File: config.mk
export PLATFORM = sky130hd
export DESIGN_NAME = hazard_scoreboard_flat
export DESIGN_NICKNAME = d
export VERILOG_FILES = /design/src/rtl/hazard_scoreboard_if.sv /design/src/rtl/hazard_scoreboard.sv /design/src/flat_wrapper.sv
export SDC_FILE = /design/constraint.sdc
export NUM_CORES = 1
export LEC_CHECK = 0
export ABC_AREA = 1
export ABC_CLOCK_PERIOD_IN_PS = 2500
export CAP_MARGIN = 40
export CORE_MARGIN = 3
export CORE_UTILIZATION = 35
export CTS_CLUSTER_SIZE = 20
export DETAILED_ROUTE_END_ITERATION = 7
export SETUP_SLACK_MARGIN = 0.05
export SYNTH_ARGS = -nofsm -noshare
export SYNTH_HDL_FRONTEND = slang
export SYNTH_SLANG_ARGS = --single-unit
File: constraint.sdc
create_clock -name clk -period 2.5 [get_ports clk]
set_input_delay 0.5 -clock clk [delete_from_list [all_inputs] [get_ports clk]]
set_output_delay 0.5 -clock clk [all_outputs]
set_load 0.05 [all_outputs]
File: src/rtl/hazard_scoreboard_if.sv
// Signal bundle between the pipeline stage registers and the hazard scoreboard:
// decoded register/timing fields in, stall and forwarding selects out.
interface hazard_scoreboard_if #(
  parameter int RA_W  = 5,
  parameter int T_W   = 2,
  parameter int CNT_W = 16
);
  // ID stage
  logic [RA_W-1:0]  id_rs;
  logic [RA_W-1:0]  id_rt;
  logic [T_W-1:0]   id_tuse_rs;
  logic [T_W-1:0]   id_tuse_rt;
  logic             id_md_use;
  // EX stage
  logic [RA_W-1:0]  ex_rd;
  logic [T_W-1:0]   ex_tnew;
  logic [RA_W-1:0]  ex_rs;
  logic [RA_W-1:0]  ex_rt;
  logic             ex_md_start;
  logic             ex_md_div;
  // MEM / WB stages
  logic [RA_W-1:0]  mem_rd;
  logic [T_W-1:0]   mem_tnew;
  logic [RA_W-1:0]  mem_rt;
  logic [RA_W-1:0]  wb_rd;
  logic             stat_clr;
  // Results
  logic             stall;
  logic             fwd_rs_id;
  logic             fwd_rt_id;
  logic [1:0]       fwd_rs_ex;
  logic [1:0]       fwd_rt_ex;
  logic             fwd_rt_mem;
  logic             md_busy;
  logic [CNT_W-1:0] stall_cnt;

  modport master (
    output id_rs, id_rt, id_tuse_rs, id_tuse_rt, id_md_use,
    output ex_rd, ex_tnew, ex_rs, ex_rt, ex_md_start, ex_md_div,
    output mem_rd, mem_tnew, mem_rt, wb_rd, stat_clr,
    input  stall, fwd_rs_id, fwd_rt_id, fwd_rs_ex, fwd_rt_ex, fwd_rt_mem,
    input  md_busy, stall_cnt
  );

  modport slave (
    input  id_rs, id_rt, id_tuse_rs, id_tuse_rt, id_md_use,
    input  ex_rd, ex_tnew, ex_rs, ex_rt, ex_md_start, ex_md_div,
    input  mem_rd, mem_tnew, mem_rt, wb_rd, stat_clr,
    output stall, fwd_rs_id, fwd_rt_id, fwd_rs_ex, fwd_rt_ex, fwd_rt_mem,
    output md_busy, stall_cnt
  );
endinterface

File: src/rtl/hazard_scoreboard.sv
// Five-stage pipeline hazard scoreboard: T_use/T_new data stalls, forwarding selects,
// multi-cycle MDU busy tracking and a saturating stall-cycle counter.
module hazard_scoreboard #(
  parameter int RA_W        = 5,
  parameter int T_W         = 2,
  parameter int MULT_CYCLES = 5,
  parameter int DIV_CYCLES  = 10,
  parameter int CNT_W       = 16
) (
  input  logic               clk,
  input  logic               reset_n,
  hazard_scoreboard_if.slave hz
);

  localparam int MD_MAX = (MULT_CYCLES > DIV_CYCLES) ? MULT_CYCLES : DIV_CYCLES;
  localparam int MD_W   = $clog2(MD_MAX + 1);

  localparam logic [MD_W-1:0] MULT_LOAD = MD_W'(MULT_CYCLES);
  localparam logic [MD_W-1:0] DIV_LOAD  = MD_W'(DIV_CYCLES);

  typedef enum logic [1:0] {
    FWD_RF  = 2'd0,
    FWD_MEM = 2'd1,
    FWD_WB  = 2'd2
  } fwd_sel_e;

  logic [T_W-1:0]   ex_res;
  logic [T_W-1:0]   mem_res;
  logic             mem_ready;
  logic             data_stall;
  logic             md_stall;
  logic             stall;
  fwd_sel_e         sel_rs_ex;
  fwd_sel_e         sel_rt_ex;

  logic [MD_W-1:0]  md_cnt_q,    md_cnt_d;
  logic [CNT_W-1:0] stall_cnt_q, stall_cnt_d;

  // Register 0 is hard-wired, so it never creates a dependency.
  function automatic logic reg_match(input logic [RA_W-1:0] src,
                                     input logic [RA_W-1:0] dst);
    return (src != '0) && (src == dst);
  endfunction

  function automatic fwd_sel_e ex_fwd_sel(input logic [RA_W-1:0] src,
                                          input logic [RA_W-1:0] mem_rd,
                                          input logic [RA_W-1:0] wb_rd,
                                          input logic            mem_rdy);
    fwd_sel_e sel;
    sel = FWD_RF;
    if (mem_rdy && reg_match(src, mem_rd)) begin
      sel = FWD_MEM;
    end else if (reg_match(src, wb_rd)) begin
      sel = FWD_WB;
    end
    return sel;
  endfunction

  // Residual cycles until each producer's result exists; T_new was decoded in ID.
  always_comb begin
    ex_res  = (int'(hz.ex_tnew)  > 1) ? hz.ex_tnew  - T_W'(1) : '0;
    mem_res = (int'(hz.mem_tnew) > 2) ? hz.mem_tnew - T_W'(2) : '0;
  end

  assign mem_ready = (mem_res == '0);

  always_comb begin
    data_stall = ((ex_res  > hz.id_tuse_rs) && reg_match(hz.id_rs, hz.ex_rd))
              || ((ex_res  > hz.id_tuse_rt) && reg_match(hz.id_rt, hz.ex_rd))
              || ((mem_res > hz.id_tuse_rs) && reg_match(hz.id_rs, hz.mem_rd))
              || ((mem_res > hz.id_tuse_rt) && reg_match(hz.id_rt, hz.mem_rd));
    // A start in EX this cycle blocks ID even though the counter is still zero.
    md_stall   = hz.id_md_use && ((md_cnt_q != '0) || hz.ex_md_start);
    stall      = data_stall || md_stall;
  end

  assign sel_rs_ex = ex_fwd_sel(hz.ex_rs, hz.mem_rd, hz.wb_rd, mem_ready);
  assign sel_rt_ex = ex_fwd_sel(hz.ex_rt, hz.mem_rd, hz.wb_rd, mem_ready);

  assign hz.stall      = stall;
  assign hz.fwd_rs_id  = mem_ready && reg_match(hz.id_rs, hz.mem_rd);
  assign hz.fwd_rt_id  = mem_ready && reg_match(hz.id_rt, hz.mem_rd);
  assign hz.fwd_rs_ex  = sel_rs_ex;
  assign hz.fwd_rt_ex  = sel_rt_ex;
  assign hz.fwd_rt_mem = reg_match(hz.mem_rt, hz.wb_rd);
  assign hz.md_busy    = (md_cnt_q != '0);
  assign hz.stall_cnt  = stall_cnt_q;

  // A start while already busy is ignored: the running count is never reloaded.
  always_comb begin
    // NOTE: every always_comb output gets a default first so no path can infer a latch.
    md_cnt_d = md_cnt_q;
    if (hz.ex_md_start && (md_cnt_q == '0)) begin
      md_cnt_d = hz.ex_md_div ? DIV_LOAD : MULT_LOAD;
    end else if (md_cnt_q != '0) begin
      md_cnt_d = md_cnt_q - MD_W'(1);
    end
  end

  always_comb begin
    stall_cnt_d = stall_cnt_q;
    if (hz.stat_clr) begin
      stall_cnt_d = '0;
    end else if (stall && (stall_cnt_q != '1)) begin
      stall_cnt_d = stall_cnt_q + CNT_W'(1);
    end
  end

  always_ff @(posedge clk or negedge reset_n) begin
    // NOTE: reset is asynchronous so the MDU tracker clears mid-operation without a clock.
    if (!reset_n) begin
      md_cnt_q    <= '0;
      stall_cnt_q <= '0;
    end else begin
      // NOTE: state registers use non-blocking assignment so all flops sample together.
      md_cnt_q    <= md_cnt_d;
      stall_cnt_q <= stall_cnt_d;
    end
  end

endmodule

File: src/flat_wrapper.sv
// flat-port wrapper written by rule: the top's interface ports become plain ports
module hazard_scoreboard_flat 
#(
  parameter int RA_W        = 5,
  parameter int T_W         = 2,
  parameter int MULT_CYCLES = 5,
  parameter int DIV_CYCLES  = 10,
  parameter int CNT_W       = 16
)
  (clk, reset_n, hz_id_rs, hz_id_rt, hz_id_tuse_rs, hz_id_tuse_rt, hz_id_md_use, hz_ex_rd, hz_ex_tnew, hz_ex_rs, hz_ex_rt, hz_ex_md_start, hz_ex_md_div, hz_mem_rd, hz_mem_tnew, hz_mem_rt, hz_wb_rd, hz_stat_clr, hz_stall, hz_fwd_rs_id, hz_fwd_rt_id, hz_fwd_rs_ex, hz_fwd_rt_ex, hz_fwd_rt_mem, hz_md_busy, hz_stall_cnt);
  hazard_scoreboard_if #(.RA_W(RA_W), .T_W(T_W), .CNT_W(CNT_W)) hz_i ();
  input  logic clk;
  input  logic reset_n;
  input wire logic [$bits(hz_i.id_rs)-1:0] hz_id_rs;
  input wire logic [$bits(hz_i.id_rt)-1:0] hz_id_rt;
  input wire logic [$bits(hz_i.id_tuse_rs)-1:0] hz_id_tuse_rs;
  input wire logic [$bits(hz_i.id_tuse_rt)-1:0] hz_id_tuse_rt;
  input wire logic [$bits(hz_i.id_md_use)-1:0] hz_id_md_use;
  input wire logic [$bits(hz_i.ex_rd)-1:0] hz_ex_rd;
  input wire logic [$bits(hz_i.ex_tnew)-1:0] hz_ex_tnew;
  input wire logic [$bits(hz_i.ex_rs)-1:0] hz_ex_rs;
  input wire logic [$bits(hz_i.ex_rt)-1:0] hz_ex_rt;
  input wire logic [$bits(hz_i.ex_md_start)-1:0] hz_ex_md_start;
  input wire logic [$bits(hz_i.ex_md_div)-1:0] hz_ex_md_div;
  input wire logic [$bits(hz_i.mem_rd)-1:0] hz_mem_rd;
  input wire logic [$bits(hz_i.mem_tnew)-1:0] hz_mem_tnew;
  input wire logic [$bits(hz_i.mem_rt)-1:0] hz_mem_rt;
  input wire logic [$bits(hz_i.wb_rd)-1:0] hz_wb_rd;
  input wire logic [$bits(hz_i.stat_clr)-1:0] hz_stat_clr;
  output wire logic [$bits(hz_i.stall)-1:0] hz_stall;
  output wire logic [$bits(hz_i.fwd_rs_id)-1:0] hz_fwd_rs_id;
  output wire logic [$bits(hz_i.fwd_rt_id)-1:0] hz_fwd_rt_id;
  output wire logic [$bits(hz_i.fwd_rs_ex)-1:0] hz_fwd_rs_ex;
  output wire logic [$bits(hz_i.fwd_rt_ex)-1:0] hz_fwd_rt_ex;
  output wire logic [$bits(hz_i.fwd_rt_mem)-1:0] hz_fwd_rt_mem;
  output wire logic [$bits(hz_i.md_busy)-1:0] hz_md_busy;
  output wire logic [$bits(hz_i.stall_cnt)-1:0] hz_stall_cnt;
  assign hz_i.id_rs = hz_id_rs;
  assign hz_i.id_rt = hz_id_rt;
  assign hz_i.id_tuse_rs = hz_id_tuse_rs;
  assign hz_i.id_tuse_rt = hz_id_tuse_rt;
  assign hz_i.id_md_use = hz_id_md_use;
  assign hz_i.ex_rd = hz_ex_rd;
  assign hz_i.ex_tnew = hz_ex_tnew;
  assign hz_i.ex_rs = hz_ex_rs;
  assign hz_i.ex_rt = hz_ex_rt;
  assign hz_i.ex_md_start = hz_ex_md_start;
  assign hz_i.ex_md_div = hz_ex_md_div;
  assign hz_i.mem_rd = hz_mem_rd;
  assign hz_i.mem_tnew = hz_mem_tnew;
  assign hz_i.mem_rt = hz_mem_rt;
  assign hz_i.wb_rd = hz_wb_rd;
  assign hz_i.stat_clr = hz_stat_clr;
  assign hz_stall = hz_i.stall;
  assign hz_fwd_rs_id = hz_i.fwd_rs_id;
  assign hz_fwd_rt_id = hz_i.fwd_rt_id;
  assign hz_fwd_rs_ex = hz_i.fwd_rs_ex;
  assign hz_fwd_rt_ex = hz_i.fwd_rt_ex;
  assign hz_fwd_rt_mem = hz_i.fwd_rt_mem;
  assign hz_md_busy = hz_i.md_busy;
  assign hz_stall_cnt = hz_i.stall_cnt;
  hazard_scoreboard #(.RA_W(RA_W), .T_W(T_W), .MULT_CYCLES(MULT_CYCLES), .DIV_CYCLES(DIV_CYCLES), .CNT_W(CNT_W)) u_core (.clk(clk), .reset_n(reset_n), .hz(hz_i));
endmodule
==> reports/results.tsv <==
stage	metric	value	unit
status	status	complete, no violations	
setup_path	critPathLaunch	hz_id_tuse_rt[0]	
synthesis	yosys.area.top_type	dfrtp_1	
clocking	hold_buffers	0	
final_layout	antenna_cells	0	
hold_path	hp-class	register to register	
synthesis	synth-simple-area-share	42.15	%
clocking	clk_pin_slew	0.07	ns
power	peakVddDrop	0.3180	mV
global_routing	gr-total-overflow	0	
final_layout	nets	515	
synthesis	synthAdderAreaFrac	3.831	%
timing	finalSetupViolCount	0	
synthesis	yosys.area.top_type_share	21.89	%
power	p_clk_share	20.5	%
route	via_per_inst	4.813	
synthesis	synth_fp_nets	416	
route	drt_iter0_drc	64	
route	first_pass_iters	4	
power	p_sw	0.0004537	W
power	seqPwrFrac	31.6	%
floorplanning	die_w	86.82	um
final_layout	nFillCells	591	
route	wl_per_cell	12.24	um
global_routing	grt_max_degree	21	
setup_path	critPathLaunchType	primary input	
route	vias	2541	
route	drc	0	
synthesis	syn_avg_cell_area	6.439	um^2
floorplanning	die-area	0.007537	mm^2
global_routing	grt.total_usage	17.02	%
timing	rsz0062_at_grt	yes	
synthesis	synth_most_common_cell	nand2_1	
timing	fin_crit	2.404	ns
synthesis	synthTopCellsByArea	dfrtp_1, nand2_1, xnor2_1, inv_1, nand3_1	
final_layout	drive_gt1_share	17.22	%
timing	hold_viol	0	
synthesis	synth-seq-cells	20	
clocking	clock_latency	0.26	ns
final_layout	final_cell_area	0.003586	mm^2
setup_path	r2r-start	u_core.md_cnt_q[0]	
power	sw_frac_of_total	36.73	%
placement	dp_hpwl	5102	um
power	p_int	0.0007815	W
setup_path	crit_type	primary input to output port	
floorplanning	io_pins	79	
clocking	cts-root-buf	clkbuf_8	
synthesis	async_flop_share	100.0	%
timing	finalSetupTns	0	ns
final_layout	syn_to_final_growth	56.87	%
power	power_leakage	1.790	nW
placement	place.gp.congestion	0.8521	
global_routing	grt_pass1_vias	2365	
synthesis	synth_cells	355	
setup_path	critPathMaxFanout	3	
route	totalWireLength	6465	um
placement	dpl_cell_area	0.003402	mm^2
synthesis	synth_xor_area_share	14.56	%
flow_run	drv_cap	0	
synthesis	ys.flop_type	dfrtp_1	
setup_path	required	2.00	ns
global_routing	grt_pass1_wl	10580	um
floorplanning	core-area	0.006131	mm^2
global_routing	antenna_found_initial	0	
power	p_per_area	344.4	mW/mm^2
synthesis	synth-edff-count	0	
synthesis	synth_compound_area_share	5.255	%
power	p_total	0.001235	W
route	drtAntennaViolNets	0	
setup_path	worstPathArrival	1.90	ns
power	power_frac_comb	47.9	%
floorplanning	fp-row-count	28	
timing	fmax	416.0	MHz
synthesis	netlist_top_cells_count	nand2_1, inv_1, nand3_1	
setup_path	crit_end	hz_stall	
clocking	cts_tree	done	
placement	portBuffers	78	
setup_path	r2r-end	u_core.hz.stall_cnt[8]	
clocking	cts-buffers-inserted	3	
synthesis	ys_seq_area_share	21.89	%
floorplanning	dieHeight	86.82	um
final_layout	final_core_util	58.49	%
timing	finalCritPeriodShare	96.14	%
timing	relSlewSlack	66.47	%
clocking	clockBufferDepth	2	
clocking	htree_levels	1	
synthesis	synthMuxAreaShare	0	%
synthesis	netlist_area	0.002286	mm^2
timing	whs	0.5141	ns
synthesis	synth_top_family_by_area	simple AND/OR/NAND/NOR gates	
clocking	clkSinkCount	20	
timing	worst_pin_slew	0.5014	ns
setup_path	r2r_cells	12	
setup_path	crit_path_end_kind	output port	
synthesis	ys_types	33	
floorplanning	start_util	37.29	%
final_layout	multi_input_area	0.001637	mm^2
final_layout	seq_area	500.5	um^2
timing	finalMaxSlewViolations	0	
synthesis	yosys_warnings	0	
setup_path	r2r_slack	0.68	ns
timing	skew	0.005499	ns
==> layout by cell type, fill, tap and decap left out, drive strengths merged, types with 5 or more instances in the layout <==
master,Yosys,routed
nand4,16,16
inv,58,58
dlygate4sd2,0,10
buf,7,32
o21ai,7,7
nor3,9,9
nor2,42,42
xnor2,26,26
nand2,95,95
nand3,38,38
ha,7,7
dfrtp,20,20
clkbuf,1,5
clkdlybuf4s50,0,47
dlymetal6s2s,0,12
xor2,12,12
==> cells by family after synthesis <==
kind of cell	count (synthesis)
buffers and inverters	66
adders and majority gates	7
AOI/OAI and AO/OA	18
and+or+nand+nor	206
xor gates and xnor gates	38
DFF	20
==> critical path, stage by stage <==
cell             delay [ns]
clkdlybuf4s50_1        0.43
ha_1                   0.31
o22ai_1                0.16
nand3_1                0.12
inv_1                  0.11
nor2_4                 0.05
nand2_4                0.08
buf_12                 0.14
==> final cells by class <==
class,instances,share of cell area [%]
timing repair buffer,102,30.18
sequential,20,13.96
multi-input combinational,269,45.64
tap,75,2.617
inverter,58,6.071
clock buffer,4,1.535
==> registers in the layout, summed over array words and instances, names as in the netlist <==
name and count:
u_core.hz.stall_cnt 16, u_core.md_cnt_q 4
==> power by group through the flow <==
stage | Clock, W | Combinational, W | Sequential [W]
floorplan | 0 | 0.000330 | 0.000410
global placement | 0 | 0.000579 | 0.000397
detailed placement | 0 | 0.000587 | 0.000396
CTS | 0.000266 | 0.000584 | 0.000391
global route | 0.000274 | 0.000656 | 0.000396
finish | 0.000253 | 0.000592 | 0.000390
==> through the flow <==
step,setup slack [ns],instances
6_report,0.09640,528
5_1_grt,0.02184,528
4_1_cts,0.02940,527
3_5_place_dp,-0.09387,522
3_3_place_gp,-0.07064,522
2_1_floorplan,0.08408,355
==> per-layer routing <==
layer / wire (um) / vias up / track usage [%]
met3: 284 / 8 / 3.042
met1: 2967 / 1159 / 22.89
met5: 0 / - / 0
met4: 70 / 0 / 2.550
met2: 3143 / 46 / 28.92
li1: - / 1328 / -
==> repair_timing <==
item | in CTS | in global routing
endpoints found under the setup margin | 8 | 7
buffers inserted | 1 | 1
pin swaps | 8 | 12
gates resized for setup | 17 | 27
==> worst min-delay path by stage <==
stage	startpoint	to	cells past startpoint
after global routing	u_core.md_cnt_q[0]	u_core.md_cnt_q[0]	1
final	u_core.md_cnt_q[0]	u_core.md_cnt_q[0]	1
after detailed placement	u_core.md_cnt_q[0]	u_core.md_cnt_q[0]	1
after global placement	u_core.md_cnt_q[0]	u_core.md_cnt_q[0]	1
after CTS	u_core.md_cnt_q[0]	u_core.md_cnt_q[0]	1
after floorplan	reset_n	u_core.hz.stall_cnt[0]	0
(Power assumes the default switching activity.)
==> variant (same settings) <==
`T_W` is set to 2 in 3 places; all go to 3.
--- a/src/rtl/hazard_scoreboard_if.sv
+++ b/src/rtl/hazard_scoreboard_if.sv
@@ -2,7 +2,7 @@
 // decoded register/timing fields in, stall and forwarding selects out.
 interface hazard_scoreboard_if #(
   parameter int RA_W  = 5,
-  parameter int T_W   = 2,
+  parameter int T_W   = 3,
   parameter int CNT_W = 16
 );
   // ID stage
--- a/src/rtl/hazard_scoreboard.sv
+++ b/src/rtl/hazard_scoreboard.sv
@@ -2,7 +2,7 @@
 // multi-cycle MDU busy tracking and a saturating stall-cycle counter.
 module hazard_scoreboard #(
   parameter int RA_W        = 5,
-  parameter int T_W         = 2,
+  parameter int T_W         = 3,
   parameter int MULT_CYCLES = 5,
   parameter int DIV_CYCLES  = 10,
   parameter int CNT_W       = 16
--- a/src/flat_wrapper.sv
+++ b/src/flat_wrapper.sv
@@ -2,7 +2,7 @@
 module hazard_scoreboard_flat 
 #(
   parameter int RA_W        = 5,
-  parameter int T_W         = 2,
+  parameter int T_W         = 3,
   parameter int MULT_CYCLES = 5,
   parameter int DIV_CYCLES  = 10,
   parameter int CNT_W       = 16
Interface: changed (resized hz_ex_tnew, hz_id_tuse_rs, hz_id_tuse_rt and hz_mem_tnew); port bits go from 79 to 83. The function was not compared with the original's and may differ.
==> variant against the unedited design <==
  * Synthesized area up 3.3%
  * Total power up 2.1%
  * Largest power group unchanged
  * Sequential power about the same
  * Sequential share of layout area down 0.94 points
  * Wire length up 5.5%
  * Setup slack worse by 77 ps
  * Final area up 7.2%
  * Sequential cell count unchanged
  * Critical path type unchanged
  * Clock power down 17%
  * Highest routed layer unchanged
  * Fmax down 3.1%
  * Critical path depth up 5
  * First-iteration DRC count up 20%
  * Combinational power up 12%
==> variant: results (changes against the unedited design) <==
Yosys
  • Commonest cells in the synthesized netlist: nand2_1 (77), inv_1 (44), nand3_1 (38), nor2_1 (28), xnor2_1 (23)
  • Syn avg cell area: 6.75 um^2 (+4.8%)
  • Compound-gate portion of the synthesized area: 6.04% (+0.78 points)
  • Syn Nets: 421 (+1.2%)
  • Distinct cells, synth: 37 (+12%)
  • Post-synthesis adder-cell area fraction: 6.89% (+3.1 points)
  • Post-Synth XOR/XNOR Area: 15.9% (+1.4 points)
  • Number of synthesis warnings: 0 (unchanged)
  • Mux cell area share after synthesis: 0% (unchanged)
  • Largest family of logic cells by synthesized area: simple AND/OR/NAND/NOR gates
  • Top cells by area, synth: dfrtp_1 (21%), nand2_1 (12%), xnor2_1 (8.5%), nand3_1 (8.1%), xor2_1 (7.4%)
  • Sequential area share after synthesis: 21.2% (-0.71 points)

Placed design
  • Port bufs: 82 (+5.1%)
  • RePlAce Congestion: 0.891 (+4.6%)
  • DP HPWL: 5.36 mm (+5.1%)

Route
  • Detailed-route wire length per cell: 12.7 um (+3.5%)
  • Starting DRT DRC Count: 77 (+20%)
  • Via/cell ratio: 4.98 (+3.5%)

Critical path
  • Worst Path Max Fanout: 2 (-1)
  • Crit path DAT: 1980 ps (+80 ps)
  • Worst path max stage delay: 230 ps (-200 ps)
  • Crit-path leading delay family: simple AND/OR/NAND/NOR gates
  • CP max-delay cell: ha_4

Min path
  • Worst min path class: in -> async

Layout
  • Layout cells sized above 1: 22.6% (+5.3 points)
  • Cell Count, Final, Fillers Out: 538 (+1.9%)
  • # nets final: 534 (+3.7%)

Global routing
  • Pin count of the biggest net entering global routing: 32 (+52%)
  • First-pass GRT wire length: 11.1 mm (+5.2%)
  • Vias in the first global route: 2604 (+10%)
  • All-layer global routing usage: 17.3% (+0.26 points)

Clock tree
  • CTS buffer count: 3 (unchanged)
  • Max clock buf depth: 2 (unchanged)

Pwr
  • Cell leakage power: 1.93 nW (+8.1%)
  • Worst vdd ir: 0.000172 V (-46%)

STA
  • Final clock skew: 1.88 ps (-3.62 ps)
  • Relative slew slack: 66.4% (-0.081 points)

Status
  • Outcome: completed
## variant: worst paths after layout
check,end,depth (start not counted),from,slack (ps)
min in group clk,u_core.hz.stall_cnt[0],2,u_core.hz.stall_cnt[0],580
worst min-delay path,u_core.md_cnt_q[2],2,reset_n,580
max in group asynchronous,u_core.hz.stall_cnt[8],2,reset_n,1720
worst max register to register,u_core.hz.stall_cnt[3],9,u_core.hz.stall_cnt[1],470
worst max-delay path,hz_stall,13,hz_ex_tnew[1],20
worst min register to register,u_core.hz.stall_cnt[0],2,u_core.hz.stall_cnt[0],580
## variant: stage by stage
stage / setup WS (ps) / area [um^2] / power [W] / utilization, % / hold slack, ps
6_report: 19.2 / 3840 / 0.00126 / 59.5 / 575
4_1_cts: -141 / 3720 / 0.00125 / 57.7 / 582
5_1_grt: -74.6 / 3840 / 0.00135 / 59.5 / 601
3_5_place_dp: -595 / 3600 / 0.00103 / 55.8 / 559
3_3_place_gp: -518 / 3600 / 0.00102 / 55.8 / 550
2_1_floorplan: 4.59 / 2440 / 0.000765 / - / 204
## variant: final cells by class
cell class / count / area, um^2
Multi-Input combinational cell: 270 / 1820
Fill cell: 609 / 2620
Inverter: 52 / 208
Sequential cell: 20 / 500
Clock buffer: 3 / 41.3
Timing Repair Buffer: 116 / 1170
Tap cell: 77 / 96.3
## variant: layer usage
layer	GRT usage (%)	wire length [um]
met5	0	0
met4	3.85	80
met1	24.9	3330
met3	1.69	313
met2	27.9	3100
## variant: repair_timing
item,CTS,global route
buffers inserted,5,0
resized for setup,33,41
pin swaps,15,15
setup endpoints to repair,23,14
hold buffers,0,0
cloned,0,0
## variant: where the power goes
group | internal, W | switching (W) | total [W]
clock | 0.000107 | 0.000103 | 0.000210
sequential | 0.000365 | 0.0000241 | 0.000389
combinational | 0.000309 | 0.000354 | 0.000662
